`config.mk`:
```
export PLATFORM = sky130hd
export DESIGN_NAME = match_controller
export DESIGN_NICKNAME = d
export VERILOG_FILES = /design/src/rtl/match_controller.sv
export SDC_FILE = /design/constraint.sdc
export NUM_CORES = 1
export LEC_CHECK = 0
export ABC_AREA = 1
export CAP_MARGIN = 10
export CORE_UTILIZATION = 55
export CTS_CLUSTER_SIZE = 20
export DETAILED_ROUTE_END_ITERATION = 12
export GPL_ROUTABILITY_DRIVEN = 0
export PLACE_DENSITY_LB_ADDON = 0.15
export RECOVER_POWER = 50
export SYNTH_ARGS = -nofsm -noshare
export SYNTH_HDL_FRONTEND = slang
export SYNTH_SLANG_ARGS = --single-unit
```
`constraint.sdc`:
```
create_clock -name vga_clk -period 1.75 [get_ports vga_clk]
set_input_delay 0.35 -clock vga_clk [delete_from_list [all_inputs] [get_ports vga_clk]]
set_output_delay 0.35 -clock vga_clk [all_outputs]
set_load 0.005 [all_outputs]
```
`src/rtl/match_controller.sv`:
```
// Pong match sequencer: scores points, paces serves by frame ticks, declares a winner.
// Optional MATCH_SCORE_HEX_EN adds registered active-low seven-segment score outputs.
module match_controller #(
    parameter int unsigned WIN_SCORE    = 7,
    parameter int unsigned SERVE_FRAMES = 60
) (
    input  logic       vga_clk,
    input  logic       rst,
    input  logic       start,
    input  logic       vs_in,
    input  logic       p1_win,
    input  logic       p2_win,
    output logic       round_rst,
    output logic       done,
    output logic [3:0] p1_score,
    output logic [3:0] p2_score,
`ifdef MATCH_SCORE_HEX_EN
    output logic [6:0] hex_p1,
    output logic [6:0] hex_p2,
`endif
    output logic [1:0] winner
);

    typedef enum logic [2:0] {IDLE, RESTART, SERVE, PLAY, SCORED, OVER} state_t;

    localparam logic [3:0] WIN     = 4'(WIN_SCORE);
    localparam logic [7:0] SERVE_N = 8'(SERVE_FRAMES);

    state_t     state;
    logic [7:0] frame_cnt;
    logic       start_q, vs_q, p1_q, p2_q;

    logic       start_rise, p1_rise, p2_rise, frame_tick;
    logic [7:0] cnt_next;

    always_comb begin
        start_rise = start & ~start_q;
        p1_rise    = p1_win & ~p1_q;
        p2_rise    = p2_win & ~p2_q;
        frame_tick = vs_q & ~vs_in;
        cnt_next   = frame_cnt + 8'd1;
    end

    always_ff @(posedge vga_clk) begin
        if (rst) begin
            state     <= IDLE;
            p1_score  <= '0;
            p2_score  <= '0;
            winner    <= '0;
            done      <= 1'b1;
            round_rst <= 1'b0;
            frame_cnt <= '0;
            // Preload with live inputs so no edge is seen on the first cycle.
            start_q   <= start;
            vs_q      <= vs_in;
            p1_q      <= p1_win;
            p2_q      <= p2_win;
        end else begin
            start_q   <= start;
            vs_q      <= vs_in;
            p1_q      <= p1_win;
            p2_q      <= p2_win;
            done      <= 1'b1;
            round_rst <= 1'b0;
            case (state)
                IDLE, OVER: begin
                    if (start_rise) begin
                        p1_score  <= '0;
                        p2_score  <= '0;
                        winner    <= '0;
                        round_rst <= 1'b1;
                        state     <= RESTART;
                    end
                end
                RESTART: begin
                    frame_cnt <= '0;
                    state     <= SERVE;
                end
                SERVE: begin
                    if (frame_tick) begin
                        if (cnt_next == SERVE_N) begin
                            done  <= 1'b0;
                            state <= PLAY;
                        end else begin
                            frame_cnt <= cnt_next;
                        end
                    end
                end
                PLAY: begin
                    // Simultaneous rises are a draw: no score, round still replays.
                    if (p1_rise || p2_rise) begin
                        state <= SCORED;
                        if (p1_rise && !p2_rise) p1_score <= p1_score + 4'd1;
                        if (p2_rise && !p1_rise) p2_score <= p2_score + 4'd1;
                    end else begin
                        done <= 1'b0;
                    end
                end
                SCORED: begin
                    if (p1_score == WIN) begin
                        winner <= 2'b01;
                        state  <= OVER;
                    end else if (p2_score == WIN) begin
                        winner <= 2'b10;
                        state  <= OVER;
                    end else begin
                        round_rst <= 1'b1;
                        state     <= RESTART;
                    end
                end
                default: state <= IDLE;
            endcase
        end
    end

`ifdef MATCH_SCORE_HEX_EN
    function automatic logic [6:0] seg7(input logic [3:0] v);
        case (v)
            4'h0: seg7 = 7'h40;
            4'h1: seg7 = 7'h79;
            4'h2: seg7 = 7'h24;
            4'h3: seg7 = 7'h30;
            4'h4: seg7 = 7'h19;
            4'h5: seg7 = 7'h12;
            4'h6: seg7 = 7'h02;
            4'h7: seg7 = 7'h78;
            4'h8: seg7 = 7'h00;
            4'h9: seg7 = 7'h10;
            4'hA: seg7 = 7'h08;
            4'hB: seg7 = 7'h03;
            4'hC: seg7 = 7'h46;
            4'hD: seg7 = 7'h21;
            4'hE: seg7 = 7'h06;
            default: seg7 = 7'h0E;
        endcase
    endfunction

    always_ff @(posedge vga_clk) begin
        if (rst) begin
            hex_p1 <= 7'h40;
            hex_p2 <= 7'h40;
        end else begin
            hex_p1 <= seg7(p1_score);
            hex_p2 <= seg7(p2_score);
        end
    end
`endif

endmodule

```
# Word level (Yosys, flattened, before mapping)
# Index checks and enable logic that the tools add are counted.
# word_totals
reg_bits	27
input_bits	6
out_inout_bits	12
word_cells	82
# op_classes
add_sub_neg	3
n_eq_ne	16
mux	29
bitwise_logic	8
n_reduce_logical	15
# op_table
op	n
$mux W4	5
$mux W3	6
$mux W8	2
$pmux W4 S2	2
$pmux W8 S2	1
$pmux W3 S5	1
$ne A2 B2 Y1 const B	7
$reduce_and A4 Y1	3
$add A4 B1 Y4 const B	2
$add A8 B1 Y8 const B	1
$eq A4 B3 Y1 const B	2
$eq A8 B6 Y1 const B	1
$eq A3 B2 Y1 const B	2
$eq A3 B3 Y1 const B	2
$mux W1	6
$mux W2	3
$reduce_and A3 Y1	2
$reduce_bool A2 Y1	3
$and A1 B1 Y1	4
$not A1 Y1	4
$pmux W1 S2	2
$pmux W2 S2	1
$eq A3 B1 Y1 const B	1
$logic_not A3 Y1	1
5 further kinds	7

# Logic depth before layout (Yosys ltp)
# Gate-level depths: netlist of run 1.
# logic_depth
word_depth	7
ltp_mapped	14
mapped_depth_nobuf	13

# Worst setup path after synthesis of run 1
# Ideal clock, no wire load.
# synth_path
kind	register to register
start	register frame_cnt[1]
end	register frame_cnt[2]
setup_ns	0.115
arrival_time_ns	1.508
required_ns	1.635
slack_ns	0.127
path_stages_with_launch	12
path_buffers	1
period_less_slack_ns	1.623
cell_sequence	dfxtp_1 > ha_1 > nand3_2 > o21ai_1 > nand2_1 > nor2_4 > nand2_1 > nand2_1 > nand2_2 > buf_6 > a21oi_1 > nor2_1
# synth_via
elab_chain_len	4
word_cells_on_any_way	7
cone_classes	add/sub: 1; eq/ne: 2; mux: 3; reduce/logical: 1
# synth_lines
element	line	rtl
start, declared	30	logic [7:0] frame_cnt;
start signal, assigned	85	frame_cnt <= cnt_next;
$add A8 B1 Y8 (*)	41	cnt_next = frame_cnt + 8'd1;
$eq A8 B6 Y1 / $mux W8 (equally long branches)	81	if (cnt_next == SERVE_N) begin
$ne A2 B2 Y1 (no source line) / $mux W8 (equally long branches)	n/a	
$reduce_and A3 Y1 (no source line) / $pmux W8 S2 (equally long branches)	n/a	
# Every way passes the cells marked *; elsewhere a longest branch is shown, timed or not. The select of a mux whose other input is x is not followed.
# A chain may end at the register's enable or synchronous reset.

# Worst setup path after layout of run 1
# layout_path
start	register p1_score[3]
end	output port p1_score[3]
# layout_rtl
element	line	rtl
start, declared	15	output logic [3:0] p1_score,
start signal, assigned	93	if (p1_rise && !p2_rise) p1_score <= p1_score + 4'd1;
# No word-level cell between the ends.

==> run summary, run 1 <==
The run finished with clean final reports. The count of flip-flops with a built-in enable after synthesis came out at 0. Buffer and inverter count on the worst path: 1. The clock transition at the registers of the reported paths came out at 0.14 ns. Leaving out fill and tap cells, the most frequent cells in the layout are 60 x nand2_1, 26 x nor2_1, 25 x inv_1. Setup slack on the worst reg-to-reg path comes out at 0.13 ns.

Critical-path cell with the highest stage delay: clkdlybuf4s50_1. For the arrival time at the worst endpoint, the log shows 1.30 ns. The tools report the number of nets in the layout as 264.

The run gives 0.31 ns as the latest clock arrival within the worst-skew pair. The fraction of the core area covered by cells at the end of the flow was 71.78%. The cell count after synthesis came out at 228. The kind of capture point of the worst setup path is a primary output. The mapped netlist covers 1536 um2.

The final wirelength is 3.060 mm. The die covers 3009 um2. The final critical path time including I/O delays and setup was 1.649 ns; the peak supply drop was 1100 uV. After global routing the overflow that remains totals 0.

Grouping stages by cell kind, the critical path spends the most delay in buffers and inverters. At the pin with the least slew margin, the transition time is 0.3489 ns. The run gives 15 as the pin count of the biggest net entering global routing.

The count of nets left with antenna violations once routing finished came out at 0. The first detailed-routing pass ran for 4 iterations. The number of clock sinks is 27. Of the total synthesized cell area, the portion taken by full adders, half adders and majority gates is 3.257%. The maximum number of buffers from clock root to sink was 2; the synthesized netlist net count was 238. The logs give 0.4608 ns for the post-route worst hold slack and 1234 for the via count of the first global-routing pass. Deepest level of the CTS H-tree: 1. Across every metal layer, demand over resource in global routing totals 22.94%. The synthesized-area fraction occupied by ao, oa, aoi and oai cells came out at 10.50%. The final setup skew came out at 0.002352 ns. For the highest clock rate, the log shows 0.6064 GHz.

TritonCTS built the clock tree. Measured against its own limit, the worst slew margin works out to 76.71%. The initial standard-cell utilization of the core was 59.84%. The peak fanout along the critical path was 4. After synthesis, flip-flops and latches occupy 35.18% of the total area. The synthesized netlist devotes 0.5700% of its cell area to XOR and XNOR gates. The count of pins over their slew limit was 0; the site row count was 18. Setup repair after global routing left no endpoint under its margin.

The average instance in the mapped netlist occupies 6.739 um2. The share of post-route cells with drive strength above 1 was 17.39%. After synthesis, the netlist uses 29 different library cells. Walking the worst path, the cells encountered are clkdlybuf4s50_1. Power spread over the standard cell area amounts to 1374 nW/um2. Total leakage power: 0.7400 nW. The setup path with the least slack is of type register to primary output.

The library cell used most frequently in the layout, excluding fill and tap cells, is nand2_1. For this design the top-level I/O count stands at 18. The synthesized design contains 27 register bits. The run gives 0.1009 ns as the setup slack after layout. Setup violations remaining at the end of the flow were counted as 0. The area added between synthesis and finish is 19.95%, and the total clock buffers created by CTS is 3. In this design, the stage delay of the slowest critical-path cell is 0.54 ns. The floorplan step set the die width to 54.86 um.

In this run the tool buffered the top-level ports with 17 buffer cells. The ratio of final minimum period to clock period was 94.23%. During synthesis, Yosys emitted a total of 0 warnings. After detailed routing, the number of vias per cell comes to 5.113. Summed over all nets, the half-perimeter wirelength after detailed placement is 2.311 mm. The tools report the element type at the critical path start as a register. By area, the combinational part of the netlist is dominated by simple AND/OR/NAND/NOR gates.

The min-delay analysis places its worst path in the category register to register. After floorplanning, the core was sized to cover 2567 um2. Summing over every cut layer, the via total after detailed routing is 1447. The repair_antennas step left the layout with diodes totalling 0.

Of all flip-flops after synthesis, the portion carrying an async set or reset was 0%. For the global-route wire length before repair, the log shows 4.974 mm. The initial antenna violation count was 0. The vertical die dimension came out at 54.86 um.

After synthesis, the share of cell area in mux cells is 0%. After Yosys synthesis, and, or, nand and nor cells account for 41.37% of the synthesized area. In the final routed layout, each cell accounts on average for 10.81 um. For the total DRC errors in the routed layout, the log shows 0. In this run the clock root is driven by a clkbuf_4. Before CTS, the worst setup slack after placement is -0.004766 ns. The count of final hold-check violations came out at 0. For this run, the leading register cell type out of synthesis is dfxtp_1. Across the run, the number of max-cap violations was 0.

The tools report the violation count after the first detailed-routing iteration as 25. The run gives 1.40 ns as the data required time of the critical path.
-- area by class of cell --
type,instances,area [um2]
clock buffers,4,26.28
fillers,227,724.4
inverters,29,111.4
multi-input cells,168,889.6
flip-flops and latches,27,548.0
well taps,30,37.54
repair buffers,25,230.2
-- power breakdown --
part	internal [mW]	switching (mW)	total, mW
Clock	0.0891	0.177	0.266
Combinational	0.540	0.834	1.37
Sequential	0.758	0.134	0.891
Total	1.39	1.14	2.53
-- through the flow --
stage | instance area [um2] | cells | total power [mW] | setup TNS (ns)
2_1_floorplan | 1536 | 228 | 1.860 | 0
3_3_place_gp | 1765 | 278 | 2.179 | 0
3_5_place_dp | 1765 | 278 | 2.206 | -0.004766
4_1_cts | 1792 | 282 | 2.471 | 0
5_1_grt | 1843 | 283 | 2.779 | 0
6_report | 1843 | 283 | 2.531 | 0
-- per-layer routing --
layer	vias up	part of all wire, %	routed length, um	GRT usage [%]
met3	4	1.8	55	3.333
met2	13	48	1481	41.16
met5	-	0	0	0
met4	0	1.1	34	7.692
li1	787	-	-	-
met1	643	49	1489	27.38
-- cells in the mapped netlist, drive strengths merged (3+ instances only) --
library cell,count,share of area [%]
a21oi,20,6.8
buf,3,1.8
dfxtp,27,35
ha,4,3.3
inv,29,7.1
nand2,66,17
nand3,23,9.4
nand4,5,2.0
nor2,32,9.8
nor3,6,2.0
o21ai,5,1.9
-- cells by family after synthesis --
group / Yosys count
AND/OR/NAND/NOR: 134
flip-flops: 27
buffers and inverters: 33
AO/OA/AOI/OAI: 29
XOR/XNOR: 1
adder cells (fa/ha/maj): 4
-- flip-flops by register name, indices dropped and copies added, names as in the netlist, 2 cells and up --
register / count
p1_score: 4
winner: 2
p2_score: 4
frame_cnt: 8
state: 3
-- path summary, 6_finish.rpt --
check | start | endpoint | depth (start not counted)
max | p1_score[3] | p1_score[3] | 1
min | winner[1] | winner[1] | 2
max reg2reg | frame_cnt[0] | frame_cnt[6] | 12
min reg2reg | winner[1] | winner[1] | 2
-- timing repair --
item | in CTS | in global routing
buffers inserted | 0 | 1
hold buffers | 0 | 0
resized for setup | 0 | 15
endpoints found under the setup margin | 0 | 15
(Power assumes the default switching activity.)
==> run 2, diff against run 1 <==
Clock period 1.75 ns to 2 ns, I/O delays scaled along.
==> run 2 against run 1 <==
  * Global-route usage decreased by 0.10 points
  * Critical path type is now register to register
  * Final cell count decreased by 1.8%
  * Critical path depth increased by 9
  * Final area decreased by 4.5%
  * Non-clock buffer count decreased by 5
  * Core utilization decreased by 3.3 points
  * Sequential share of layout area increased by 1.1 points
  * Worst hold slack improved by 0.0033 ns
==> run summary, run 2 (synthesis results as in run 1) <==
The via count normalized by instance count is 5.112 (about the same). The wire length per cell was 10.79 um (-0.23%). Pin count of the biggest net entering global routing: 18 (+3). The total clock buffers created by CTS was 3 (unchanged); the initial standard-cell utilization of the core was 59.84% (unchanged).

The initial antenna violation count is 0 (unchanged). The setup TNS came out at 0 ns (unchanged). The top cell types in the final layout, fill and taps aside, are 62 x nand2_1, 27 x inv_1, 26 x nor2_1, 26 x dfxtp_1, 20 x a21oi_1. The slew at the pin closest to its max-slew limit is 0.3544 ns (+0.005518 ns). For the count of pins over their slew limit, the log shows 0 (unchanged). For the data required time of the critical path, the log shows 2.25 ns (+0.85 ns).

The hold-critical path endpoint was winner[1]. The number of nets with antenna violations after routing came out at 0 (unchanged). In this run the critical register-to-register path is captured at frame_cnt[0]. The power per cell area came out at 1185 nW/um2 (-14%). The worst max-slew margin expressed relative to the limit was 76.26% (-0.45 points). The clock transition at the registers of the reported paths was 0.16 ns (+0.02 ns). The flow ran to the end, and the final reports show no timing, DRC or antenna violations.

The number of detailed-routing iterations run before antenna repair is 4 (unchanged). STA classifies the critical path startpoint as a register. The detailed-placement wirelength estimate was 2.255 mm (-2.4%); the site row count was 18 (unchanged). The library cell used most frequently in the layout, excluding fill and tap cells, is nand2_1. The run gives 0.34 ns (+0.03 ns) as the latest clock arrival within the worst-skew pair. The most critical setup path has its startpoint at frame_cnt[1]. The horizontal die dimension was 54.86 um (unchanged); the number of clock sinks was 27 (unchanged). The total of fill cells in the finished design was 248 (+9.3%). The remaining global-route overflow came out at 0 (unchanged). Final antenna diode count: 0 (unchanged). The core footprint is 2567 um2 (unchanged).

The final wirelength is 2.999 mm (-2.0%), and the overall die area is 3009 um2 (unchanged). The number of buffers inserted to repair setup after CTS is 0 (unchanged), and the fraction of the core area covered by cells at the end of the flow is 68.52% (-3.3 points). The maximum number of buffers from clock root to sink is 2 (unchanged), and the count of pins on the block boundary is 18 (unchanged). By startpoint and endpoint, the worst setup path is classified as register to register. TritonCTS built the clock tree. The worst hold path cell count was 2 (unchanged). For the peak supply drop, the log shows 950.4 uV (-14%).

In this run the critical register-to-register path is launched from frame_cnt[1]. Area added between synthesis and finish: 14.50%. The vertical die dimension was 54.86 um (unchanged); the total leakage power was 0.7231 nW (-2.3%). The final setup skew was 0.01125 ns (+0.008901 ns).

The peak fanout along the critical path came out at 12 (+8). The largest registers in the layout are frame_cnt (8), p1_score (4), p2_score (4). Violation count after the first detailed-routing iteration: 19 (-24%).

The global-route wire length before repair was 4.912 mm (-1.2%); the via count of the first global-routing pass was 1205 (-2.4%). More flip-flops sit in one register than any other, and that register is frame_cnt. The logs give 0.5507 GHz for the highest clock rate and 0 (unchanged) for the count of cells resized by post-cts repair.

STA classifies the critical path endpoint as a register. The arrival time at the worst endpoint is 2.06 ns (+0.76 ns). The tree is rooted in a clkbuf_4. The count of input and output buffers was 17 (unchanged); the ratio of final minimum period to clock period was 90.80%.

The final critical path time including I/O delays and setup came out at 1.816 ns. The tools report the total DRC errors in the routed layout as 0 (unchanged). The length in cells of the worst reg-to-reg path works out to 10 (-2). The number of nets in the layout was 259 (-1.9%). The source of the worst hold timing path is winner[1]. Setup repair after global routing left no endpoint under its margin. Register-to-register path setup slack: 0.18 ns (+0.05 ns).

The flip-flop count of the largest register, all copies and words added came out at 8 (unchanged). The run gives 0 (unchanged) as the count of final hold-check violations. The total number of vias came out at 1421 (-1.8%).

The number of setup violations in the final report came out at 0 (unchanged). The path class of the tightest hold or removal check is register to register. The logs give 0 (unchanged) for the max-capacitance violation count and 0 (unchanged) for the number of buffers added to fix hold violations after cts. The share of post-route cells with drive strength above 1 is 11.29% (-6.1 points), and the deepest level of the CTS H-tree is 1 (unchanged).

Total global-route track usage: 22.84% (-0.10 points).
run 2: changes by cell type in the layout (fill, tap and decap cells not counted), sizes merged:
| cell | previous run | this run |
|---|---|---|
| buf | 8 | 3 |
| clkbuf | 4 | 3 |
| clkdlybuf4s50 | 10 | 5 |
| dlygate4sd3 | 7 | 12 |
| inv | 29 | 30 |
run 2: worst max path at each step:
stage / end / slack [ns]
after floorplan: frame_cnt[2] / 0.38
after global placement: p1_score[2] / 0.19
after detailed placement: frame_cnt[0] / 0.16
after CTS: frame_cnt[0] / 0.15
after global routing: frame_cnt[1] / 0.004
final: frame_cnt[0] / 0.18
run 2: layout make-up:
cell class / count / area (um2) / area share (%)
Sequential cell: 27 / 541.8 / 30.80
Clock buffer: 3 / 22.52 / 1.280
Tap cell: 30 / 37.54 / 2.134
Inverter: 29 / 108.9 / 6.188
Timing Repair Buffer: 20 / 192.7 / 10.95
Multi-Input combinational cell: 168 / 847.1 / 48.15
Clock inverter: 1 / 8.758 / 0.4979
run 2: metal layers:
metal / wire length, um / up-vias / part of all wire (%) / track usage (%)
met3: 82 / 2 / 2.7 / 5.833
met1: 1411 / 632 / 47 / 26.09
met5: 0 / - / 0 / 0
li1: - / 774 / - / -
met2: 1491 / 13 / 50 / 41.77
met4: 14 / 0 / 0.47 / 5.128
run 2: power breakdown:
group / internal (mW) / switching, mW
Clock: 0.0818 / 0.179
Sequential: 0.654 / 0.115
Combinational: 0.380 / 0.675
Total: 1.12 / 0.969
run 2: stage by stage:
stage	setup WS (ns)	hold WS [ns]	std cells	instance area, um2	power (mW)
6_report	0.1840	0.4641	278	1759	2.085
5_1_grt	0.004306	0.4971	278	1759	2.295
4_1_cts	0.1486	0.4781	278	1767	2.123
3_5_place_dp	0.1554	0.4571	274	1735	1.860
3_3_place_gp	0.1874	0.4498	274	1735	1.839
2_1_floorplan	0.3766	0.4277	228	1536	1.628
run 2: worst max-delay path, cell delays in order (launching register included):
cell	delay, ns
dfxtp_1	0.45
ha_2	0.26
nand3_2	0.11
o21ai_1	0.14
nand2_1	0.11
nor2_4	0.13
nand2_1	0.06
nand2_1	0.07
nand2_2	0.17
a21oi_1	0.19
nor2_1	0.06
==> variant, RTL diff (flow settings as in run 2) <==
The option `MATCH_SCORE_HEX_EN` is turned on by a define.
--- a/src/rtl/match_controller.sv
+++ b/src/rtl/match_controller.sv
@@ -1,5 +1,7 @@
 // Pong match sequencer: scores points, paces serves by frame ticks, declares a winner.
 // Optional MATCH_SCORE_HEX_EN adds registered active-low seven-segment score outputs.
+`define MATCH_SCORE_HEX_EN
+
 module match_controller #(
     parameter int unsigned WIN_SCORE    = 7,
     parameter int unsigned SERVE_FRAMES = 60
Check against the original RTL (old outputs only; new: hex_p1 and hex_p2): equivalent (equiv_simple and equiv_induct, registers matched by name and starting in step).
==> variant against run 2 <==
Sequential cell count rose by 14. Highest routed layer unchanged. Wire length grew 67%. Area after synthesis up 49%. Worst setup slack got worse by 0.018 ns. Largest cell class unchanged. First-iteration DRC count grew to 7.4 times the old value. Power is 63% higher. Synthesized cell count up 40%. Design area grew 60%. Combinational power grew 48%.
==> variant: results (changes against run 2) <==
- Maximum fanout count along the critical path: 5 (-7)
- Latest clock arrival within the worst-skew pair: 0.30 ns (-0.04 ns)
* Via total after detailed routing: 2122 (+49%)
* Min-Delay Startpoint: winner[1]
- Part of the Yosys area used for sequential elements: 35.87% (+0.69 points)
* Async set-or-reset flop fraction in the synthesized netlist: 0% (unchanged)
- The post-placement worst setup slack was 0.1340 ns (-0.02143 ns).
* Total CTS buffers: 5 (+2)
- IO buf count: 31 (+14)
* Endpoint with the worst hold slack: winner[1]
* Crit Reg-Reg Startpoint: p2_score[1]
* CTS Root Cell: sky130_fd_sc_hd__clkbuf_8
- The largest registers in the layout are frame_cnt: 8 flops, hex_p1: 7 flops, hex_p2: 7 flops.
* Setup slack of the worst register-to-register path: 0.22 ns (+0.04 ns)
* Post-CTS sizing: 0 (unchanged)
- Ranked by total cell area, the synthesized netlist is headed by sky130_fd_sc_hd__dfxtp_1 36%, sky130_fd_sc_hd__nand2_1 11%, sky130_fd_sc_hd__ha_1 7.7%.
* Post-detailed-placement half-perimeter wirelength: 3739 microns (+66%)
- Clock-pin slew of the registers on the worst-case setup and hold paths: 0.09 ns (-0.07 ns)
* H-Tree Level Count: 2 (+1)
- DR iter-0 viols: 141 (+122)
- Synthesized Nets: 339 (+42%)
* All-layer global routing usage: 25.66% (+2.8 points)
* Arrival time of data at the critical path endpoint: 1.43 ns (-0.63 ns)
- Vias in the first global route: 2020 (+68%)
- The count of nets after finishing is 380 (+47%).
- By count the netlist is led by 66 x sky130_fd_sc_hd__nand2_1, 45 x sky130_fd_sc_hd__inv_1, 41 x sky130_fd_sc_hd__dfxtp_1, 35 x sky130_fd_sc_hd__nor2_1, 25 x sky130_fd_sc_hd__a21oi_1.
- The wire length of the first global-routing pass came to 8742 microns (+78%).
- The leakage power summed over all cells is 1.274 nW (+76%).
- In this run the critical register-to-register path is captured at winner[1].
- The number of iterations in the first detailed-routing pass came to 4 (unchanged).
* Post-synth cell types: 35 (+21%)
* Layout Skew: 0.01273 ns (+0.001474 ns)
* Logic depth of the worst register-to-register path: 10 (unchanged)
- Number of warnings reported in the yosys synthesis log: 0 (unchanged)
* Run status: finished, final reports clean
- Maximum number of pins on one net before global-route repair: 14 (-4)
- Total routed wirelength: 5020 microns (+67%)
- The instance count along the most critical hold path is 2 (unchanged).
- Buffers inserted during post-CTS setup optimization: 0 (unchanged)
- Number of buffers on the longest clock path: 2 (unchanged)
* Antenna diode count: 0 (unchanged)
* Fraction of final layout cells with drive strength greater than 1: 11.91% (+0.62 points)
* Total cell area at the placement stage: 2699 sq um (+56%)
- Relative slew slack: 69.01% (-7.2 points)
- The worst IR drop on VDD came to 657.3 uV (-31%).
- Initial antenna violation count: 0 (unchanged)
- Hold WC Path Type: reg -> reg
[variant: cell types whose count changed in the layout (fill, tap and decap cells not counted), sizes merged, moves of 5 or more]
cell / before / now
a21oi: 20 / 26
inv: 30 / 51
o211ai: 1 / 6
dfxtp: 27 / 41
nor2: 32 / 41
o21ai: 5 / 19
nand3: 23 / 16
clkdlybuf4s50: 5 / 13
buf: 3 / 10
ha: 4 / 14
dlygate4sd3: 12 / 18
[variant: cell type report]
class,count,area (sq um)
sequential,41,820.8
inverter,51,191.4
clock buffer,6,72.57
fill,366,1194
multi-input combinational,219,1231
timing repair buffer,42,389.1
tap,50,62.56
clock inverter,2,38.79
[variant: stage by stage]
step / util (%) / power, W / hold WS [ns] / std cells
floorplan: - / 0.002289 / 0.4277 / 319
global placement: 67.47 / 0.002702 / 0.4921 / 403
detailed placement: 67.47 / 0.002751 / 0.5074 / 403
CTS: 70.25 / 0.003435 / 0.5259 / 411
global route: 70.16 / 0.003701 / 0.5636 / 411
finish: 70.16 / 0.003398 / 0.5225 / 411
[variant: critical path, stage by stage, from the launching register on]
cell,delay (ns)
sky130_fd_sc_hd__dfxtp_1,0.34
sky130_fd_sc_hd__clkbuf_1,0.24
sky130_fd_sc_hd__clkdlybuf4s50_1,0.55
[variant: how the worst max path moves through the flow]
stage                         to  slack, ns         start  cells past startpoint
global route         p1_score[0]       0.08   p1_score[0]                      2
floorplan           frame_cnt[3]       0.45  frame_cnt[0]                     10
global placement     p2_score[3]       0.19        p2_win                      8
CTS                  p2_score[2]       0.18   p2_score[2]                      1
detailed placement   p2_score[3]       0.13        p2_win                      9
finish               p1_score[0]       0.17   p1_score[0]                      2
[variant: routing by layer]
metal | share of wire, % | GRT usage (%) | routed length [microns] | vias to the layer above
met5 | 0 | 0 | 0 | -
met3 | 3.9 | 5.993 | 198 | 8
met4 | 1.6 | 9.043 | 80 | 0
li1 | - | - | - | 1115
met2 | 45 | 42.09 | 2278 | 48
met1 | 49 | 32.70 | 2462 | 951
[variant: kinds of logic (layout without fill, tap and decap cells)]
kind of cell	count (synthesis)	count (layout)	synth area share, %
and+or+nand+nor	146	146	30.29
xor gates and xnor gates	1	1	0.3828
AOI/OAI and AO/OA	58	58	15.47
adders and majority gates	14	14	7.655
buffers and inverters	59	101	10.33
DFF	41	41	35.87
[variant: report_power, final]
group / switching, W / leakage (nW) / internal (W) / total (W)
Combinational: 0.000957 / 0.882 / 0.000593 / 0.00155
Clock: 0.000298 / 0.0554 / 0.000375 / 0.000673
Sequential: 0.000166 / 0.336 / 0.00101 / 0.00118
